--- src/rtl/math_computer_result_buffer_if.sv ---
// Handshake bundle between the math computer, the result buffer and its consumer.
// The slave modport is the buffer's view; the master modport is the producer/consumer view.
interface math_computer_result_buffer_if #(
    parameter int DATA_WIDTH = 32,
    parameter int DEPTH      = 8
);
    localparam int CW = $clog2(DEPTH) + 1;

    logic                  in_valid;
    logic [DATA_WIDTH-1:0] in_result;
    logic                  out_valid;
    logic [DATA_WIDTH-1:0] out_result;
    logic                  out_ready;
    logic [CW-1:0]         count;
    logic                  full;
    logic                  empty;
    logic                  overflow;
    logic                  clear_overflow;

    modport slave (
        input  in_valid, in_result, out_ready, clear_overflow,
        output out_valid, out_result, count, full, empty, overflow
    );

    modport master (
        output in_valid, in_result, out_ready, clear_overflow,
        input  out_valid, out_result, count, full, empty, overflow
    );
endinterface

--- src/rtl/math_computer_result_buffer.sv ---
// First-word-fall-through result FIFO with no upstream backpressure: words arriving
// while full are dropped and latched into a sticky overflow flag.
module math_computer_result_buffer #(
    parameter int DATA_WIDTH = 32,
    parameter int DEPTH      = 8
) (
    input logic                          clk,
    input logic                          rst,
    math_computer_result_buffer_if.slave bus
);
    localparam int AW = (DEPTH > 1) ? $clog2(DEPTH) : 1;
    localparam int CW = AW + 1;

    logic [DATA_WIDTH-1:0] mem [DEPTH];

    logic [AW-1:0] wr_ptr_q, wr_ptr_d;
    logic [AW-1:0] rd_ptr_q, rd_ptr_d;
    logic [CW-1:0] count_q, count_d;
    logic          overflow_q, overflow_d;

    logic is_empty;
    logic is_full;
    logic pop;
    logic push;
    logic drop;

    assign is_empty = (count_q == '0);
    assign is_full  = (count_q == CW'(DEPTH));

    // A pop frees a slot in the same edge, so a full buffer still accepts a word when drained.
    assign pop  = !is_empty && bus.out_ready;
    assign push = bus.in_valid && (!is_full || pop);
    assign drop = bus.in_valid && is_full && !pop;

    always_comb begin
        wr_ptr_d   = wr_ptr_q;
        rd_ptr_d   = rd_ptr_q;
        count_d    = count_q;
        overflow_d = overflow_q;

        if (push) begin
            wr_ptr_d = wr_ptr_q + AW'(1);
        end
        if (pop) begin
            rd_ptr_d = rd_ptr_q + AW'(1);
        end

        case ({push, pop})
            2'b10:   count_d = count_q + CW'(1);
            2'b01:   count_d = count_q - CW'(1);
            default: count_d = count_q;
        endcase

        // A drop on the same edge as a clear wins, so no lost word goes unreported.
        if (drop) begin
            overflow_d = 1'b1;
        end else if (bus.clear_overflow) begin
            overflow_d = 1'b0;
        end
    end

    always_ff @(posedge clk or posedge rst) begin
        if (rst) begin
            wr_ptr_q   <= '0;
            rd_ptr_q   <= '0;
            count_q    <= '0;
            overflow_q <= 1'b0;
        end else begin
            wr_ptr_q   <= wr_ptr_d;
            rd_ptr_q   <= rd_ptr_d;
            count_q    <= count_d;
            overflow_q <= overflow_d;
        end
    end

    // Storage is deliberately left out of reset; stale words are masked by count.
    always_ff @(posedge clk) begin
        if (push) begin
            mem[wr_ptr_q] <= bus.in_result;
        end
    end

    assign bus.out_valid  = !is_empty;
    assign bus.out_result = mem[rd_ptr_q];
    assign bus.count      = count_q;
    assign bus.full       = is_full;
    assign bus.empty      = is_empty;
    assign bus.overflow   = overflow_q;

endmodule

--- src/flat_wrapper.sv ---
// flat-port wrapper written by rule: the top's interface ports become plain ports
module math_computer_result_buffer_flat 
#(
    parameter int DATA_WIDTH = 32,
    parameter int DEPTH      = 8
)
  (clk, rst, bus_in_valid, bus_in_result, bus_out_ready, bus_clear_overflow, bus_out_valid, bus_out_result, bus_count, bus_full, bus_empty, bus_overflow);
  math_computer_result_buffer_if #(.DATA_WIDTH(DATA_WIDTH), .DEPTH(DEPTH)) bus_i ();
  input logic clk;
  input logic rst;
  input wire logic [$bits(bus_i.in_valid)-1:0] bus_in_valid;
  input wire logic [$bits(bus_i.in_result)-1:0] bus_in_result;
  input wire logic [$bits(bus_i.out_ready)-1:0] bus_out_ready;
  input wire logic [$bits(bus_i.clear_overflow)-1:0] bus_clear_overflow;
  output wire logic [$bits(bus_i.out_valid)-1:0] bus_out_valid;
  output wire logic [$bits(bus_i.out_result)-1:0] bus_out_result;
  output wire logic [$bits(bus_i.count)-1:0] bus_count;
  output wire logic [$bits(bus_i.full)-1:0] bus_full;
  output wire logic [$bits(bus_i.empty)-1:0] bus_empty;
  output wire logic [$bits(bus_i.overflow)-1:0] bus_overflow;
  assign bus_i.in_valid = bus_in_valid;
  assign bus_i.in_result = bus_in_result;
  assign bus_i.out_ready = bus_out_ready;
  assign bus_i.clear_overflow = bus_clear_overflow;
  assign bus_out_valid = bus_i.out_valid;
  assign bus_out_result = bus_i.out_result;
  assign bus_count = bus_i.count;
  assign bus_full = bus_i.full;
  assign bus_empty = bus_i.empty;
  assign bus_overflow = bus_i.overflow;
  math_computer_result_buffer #(.DATA_WIDTH(DATA_WIDTH), .DEPTH(DEPTH)) u_core (.clk(clk), .rst(rst), .bus(bus_i));
endmodule
--- config.mk ---
export PLATFORM = sky130hd
export DESIGN_NAME = math_computer_result_buffer_flat
export DESIGN_NICKNAME = d
export VERILOG_FILES = /design/src/rtl/math_computer_result_buffer_if.sv /design/src/rtl/math_computer_result_buffer.sv /design/src/flat_wrapper.sv
export SDC_FILE = /design/constraint.sdc
export NUM_CORES = 1
export LEC_CHECK = 0
export ABC_AREA = 1
export CORE_ASPECT_RATIO = 1.4
export CORE_UTILIZATION = 35
export CTS_BUF_LIST = sky130_fd_sc_hd__clkbuf_8
export CTS_CLUSTER_DIAMETER = 40
export CTS_CLUSTER_SIZE = 12
export DETAILED_ROUTE_END_ITERATION = 16
export PLACE_DENSITY = 0.52
export SYNTH_ARGS = -nofsm -noshare
export SYNTH_HDL_FRONTEND = slang
export SYNTH_SLANG_ARGS = --single-unit
--- constraint.sdc ---
create_clock -name clk -period 3.87 [get_ports clk]
set_input_delay 0.387 -clock clk [delete_from_list [all_inputs] [get_ports clk]]
set_output_delay 0.387 -clock clk [all_outputs]
set_load 0.005 [all_outputs]
==> results.cfg <==
[sta]
min_period_over_period_pct = 83.9
rsz0062_at_grt = no
setup_tns_ps = 0
relSlewSlack_pct = 44.8
drv_slew = 0
fmax_mhz = 308
fin_skew_ps = 10.9
fin_crit_ps = 3250
finalSetupViolations = 0
tightestPinTransition_ps = 823
whs_ps = 134
hold_violations = 0

[grt]
overflow = 0
antenna_found_initial = 0
grt_first_pass_wirelength_um = 37900
grt_max_degree = 85
track_usage_pct = 15.9
grt_pass1_vias = 6807

[yosys]
netlist_area_um2 = 10700
synthTopCellsByArea = edfxtp_1, nor2_1, o21ai_0
synth_flop_cell = edfxtp_1
ys_ff_latch = 267
postSynth.asyncResetShare_pct = 4.12
synth_top_area_share_pct = 71.9
yosysTopAreaCell = edfxtp_1
yosysSeqAreaShare_pct = 74.5
synth_edf_count = 256
ys_warn_count = 0
yosys-top-cells-count = edfxtp_1, nor2_1, o21ai_0, nand2_1, o21ai_1
yosysMostFrequentCell = edfxtp_1
synth_cells = 877
ys_types = 23
syn_nets = 919
syn_avg_cell_area_um2 = 12.2

[critical_path]
crit_type = reg -> out
critical_path.startpoint = u_core.rd_ptr_q[0]
start_kind = flop
cp_data_required_time_ps = 3480
path_cells = buf_4 > nor2_1 > nor2_1 > o21ai_0 > o21ai_0 > nand2_1 > nand2_1 > clkdlybuf4s50_1
endpoint_kind = primary output
r2r_setup_slack_ps = 1530
cp_max_fo = 45
cpMaxStageDelayCell = dfrtp_4
rr_worst_depth = 8
crit_family = buffers and inverters
reg2reg_from = u_core.bus.count[0]
timing.critical_path.buf_inv = 2
critical_path_arrival_ps = 2860
worstReg2RegEnd = u_core.mem[2][13]
max_stage_delay_ps = 740

[cells_and_area]
final.fill_count = 2803
fin_area_um2 = 12600
nets = 999
drive_gt1_share_pct = 8.55
area_growth_pct = 17.6
antenna_cells = 0
stdcell_count = 1367

[power_and_ir_drop]
switching_power_mw = 3.24
p_leak_nw = 4.34
cellPowerDensity_nw_per_um2 = 731
vdd.ir_drop.worst_mv = 0.334
p_int_mw = 5.96
p_comb_share_pct = 36.4
power_frac_seq_pct = 41.6
power_frac_clock_pct = 22.0
swShare_pct = 35.2
p_total_mw = 9.20

[place]
dp_cells = 1309
detailed_place.area_um2 = 11900
gp_congestion = 0.728
dp_hpwl_um = 12800
port_buffers = 76

[clock_network]
tritoncts = built
clockBufferDepth = 3
cts_buffers = 31
cts_root_buf = clkbuf_8
clk_pin_slew_ps = 80
htree_levels = 1
cts.repair.resized = 0
cts.sinks = 267
clkLatencyLatePin_ps = 590
cts_hold_buf = 0
post-cts-setup-buffer-count = 0

[route]
viasPerCell = 4.84
ant_nets = 0
routedWlPerCell_um = 17.6
drtIter0Drc = 365
num_vias = 6623
drc = 0
firstDrtPassIters = 4
drt-total-wl_um = 24100

[worst_hold_path]
hold_path_class = in -> async

[floorplanning]
core_area_um2 = 30000
die_y_um = 209
rows = 75
start_util_pct = 35.6
io_pins = 77
die_x_um = 150
fp.dieArea_um2 = 31300

[run_status]
status = complete, no violations

[flow_run]
cap_violations = 0
-- through the flow --
step                setup slack (ps)  util [%]
detailed placement              1200      39.7
CTS                              540      41.9
floorplan                       1090         -
global route                     301      41.9
finish                           624      41.9
global placement                1200      39.7
-- registers in the layout (all words and copies together) (netlist names) --
name	flops
u_core.bus.count	4
u_core.bus.overflow	1
u_core.mem	256
u_core.rd_ptr_q	3
u_core.wr_ptr_q	3
-- layer usage --
layer  track usage, %  wire length, µm
met4             5.26              457
met3             2.90             1030
met5                0                0
met2             27.8            12200
met1             19.6            10400
-- power groups by stage --
stage | Combinational, mW | Sequential, mW | Clock, mW
2_1_floorplan | 2.09 | 3.73 | 0
3_3_place_gp | 3.40 | 3.89 | 0
3_5_place_dp | 3.41 | 3.90 | 0
4_1_cts | 3.43 | 3.84 | 2.08
5_1_grt | 3.81 | 3.88 | 2.19
6_report | 3.35 | 3.83 | 2.02
-- area by class of cell --
type	instances	area [µm²]	share of cell area, %
Clock buffer	36	495	3.94
Clock inverter	22	169	1.34
Inverter	17	65.1	0.517
Multi-Input combinational cell	544	2440	19.4
Sequential cell	267	7970	63.3
Tap cell	385	482	3.83
Timing Repair Buffer	96	961	7.64
-- worst max path at each step --
stage,to,slack (ps),depth (start not counted)
global placement,u_core.mem[2][5],1200,7
detailed placement,bus_out_result[29],1200,7
CTS,bus_out_result[29],540,7
finish,bus_out_result[28],620,8
floorplan,u_core.mem[0][0],1090,7
global route,bus_out_result[28],300,8
-- layout by cell type, fill, tap and decap left out, types with 3 or more instances in the layout --
master           count
inv_1               23
ha_1                 5
nand3_1              5
o21ai_1             60
nor2_1             196
nand2_1            123
buf_12               4
dfrtp_1              9
buf_4               16
clkdlybuf4s50_1     76
edfxtp_1           256
o21ai_0            137
clkinvlp_4           3
clkbuf_8            36
nor2_4               8
xnor2_1              3
clkinv_2             7
-- cells by family (layout without fill, tap and decap cells) --
group | after synthesis | count (layout) | synth area share [%]
AOI/OAI and AO/OA | 199 | 199 | 9.35
xor gates and xnor gates | 5 | 5 | 0.410
adders and majority gates | 5 | 5 | 0.585
buffers and inverters | 66 | 171 | 3.30
DFF | 267 | 267 | 74.5
and+or+nand+nor | 335 | 335 | 11.9
No activity file was read; power rests on OpenSTA's default activity.
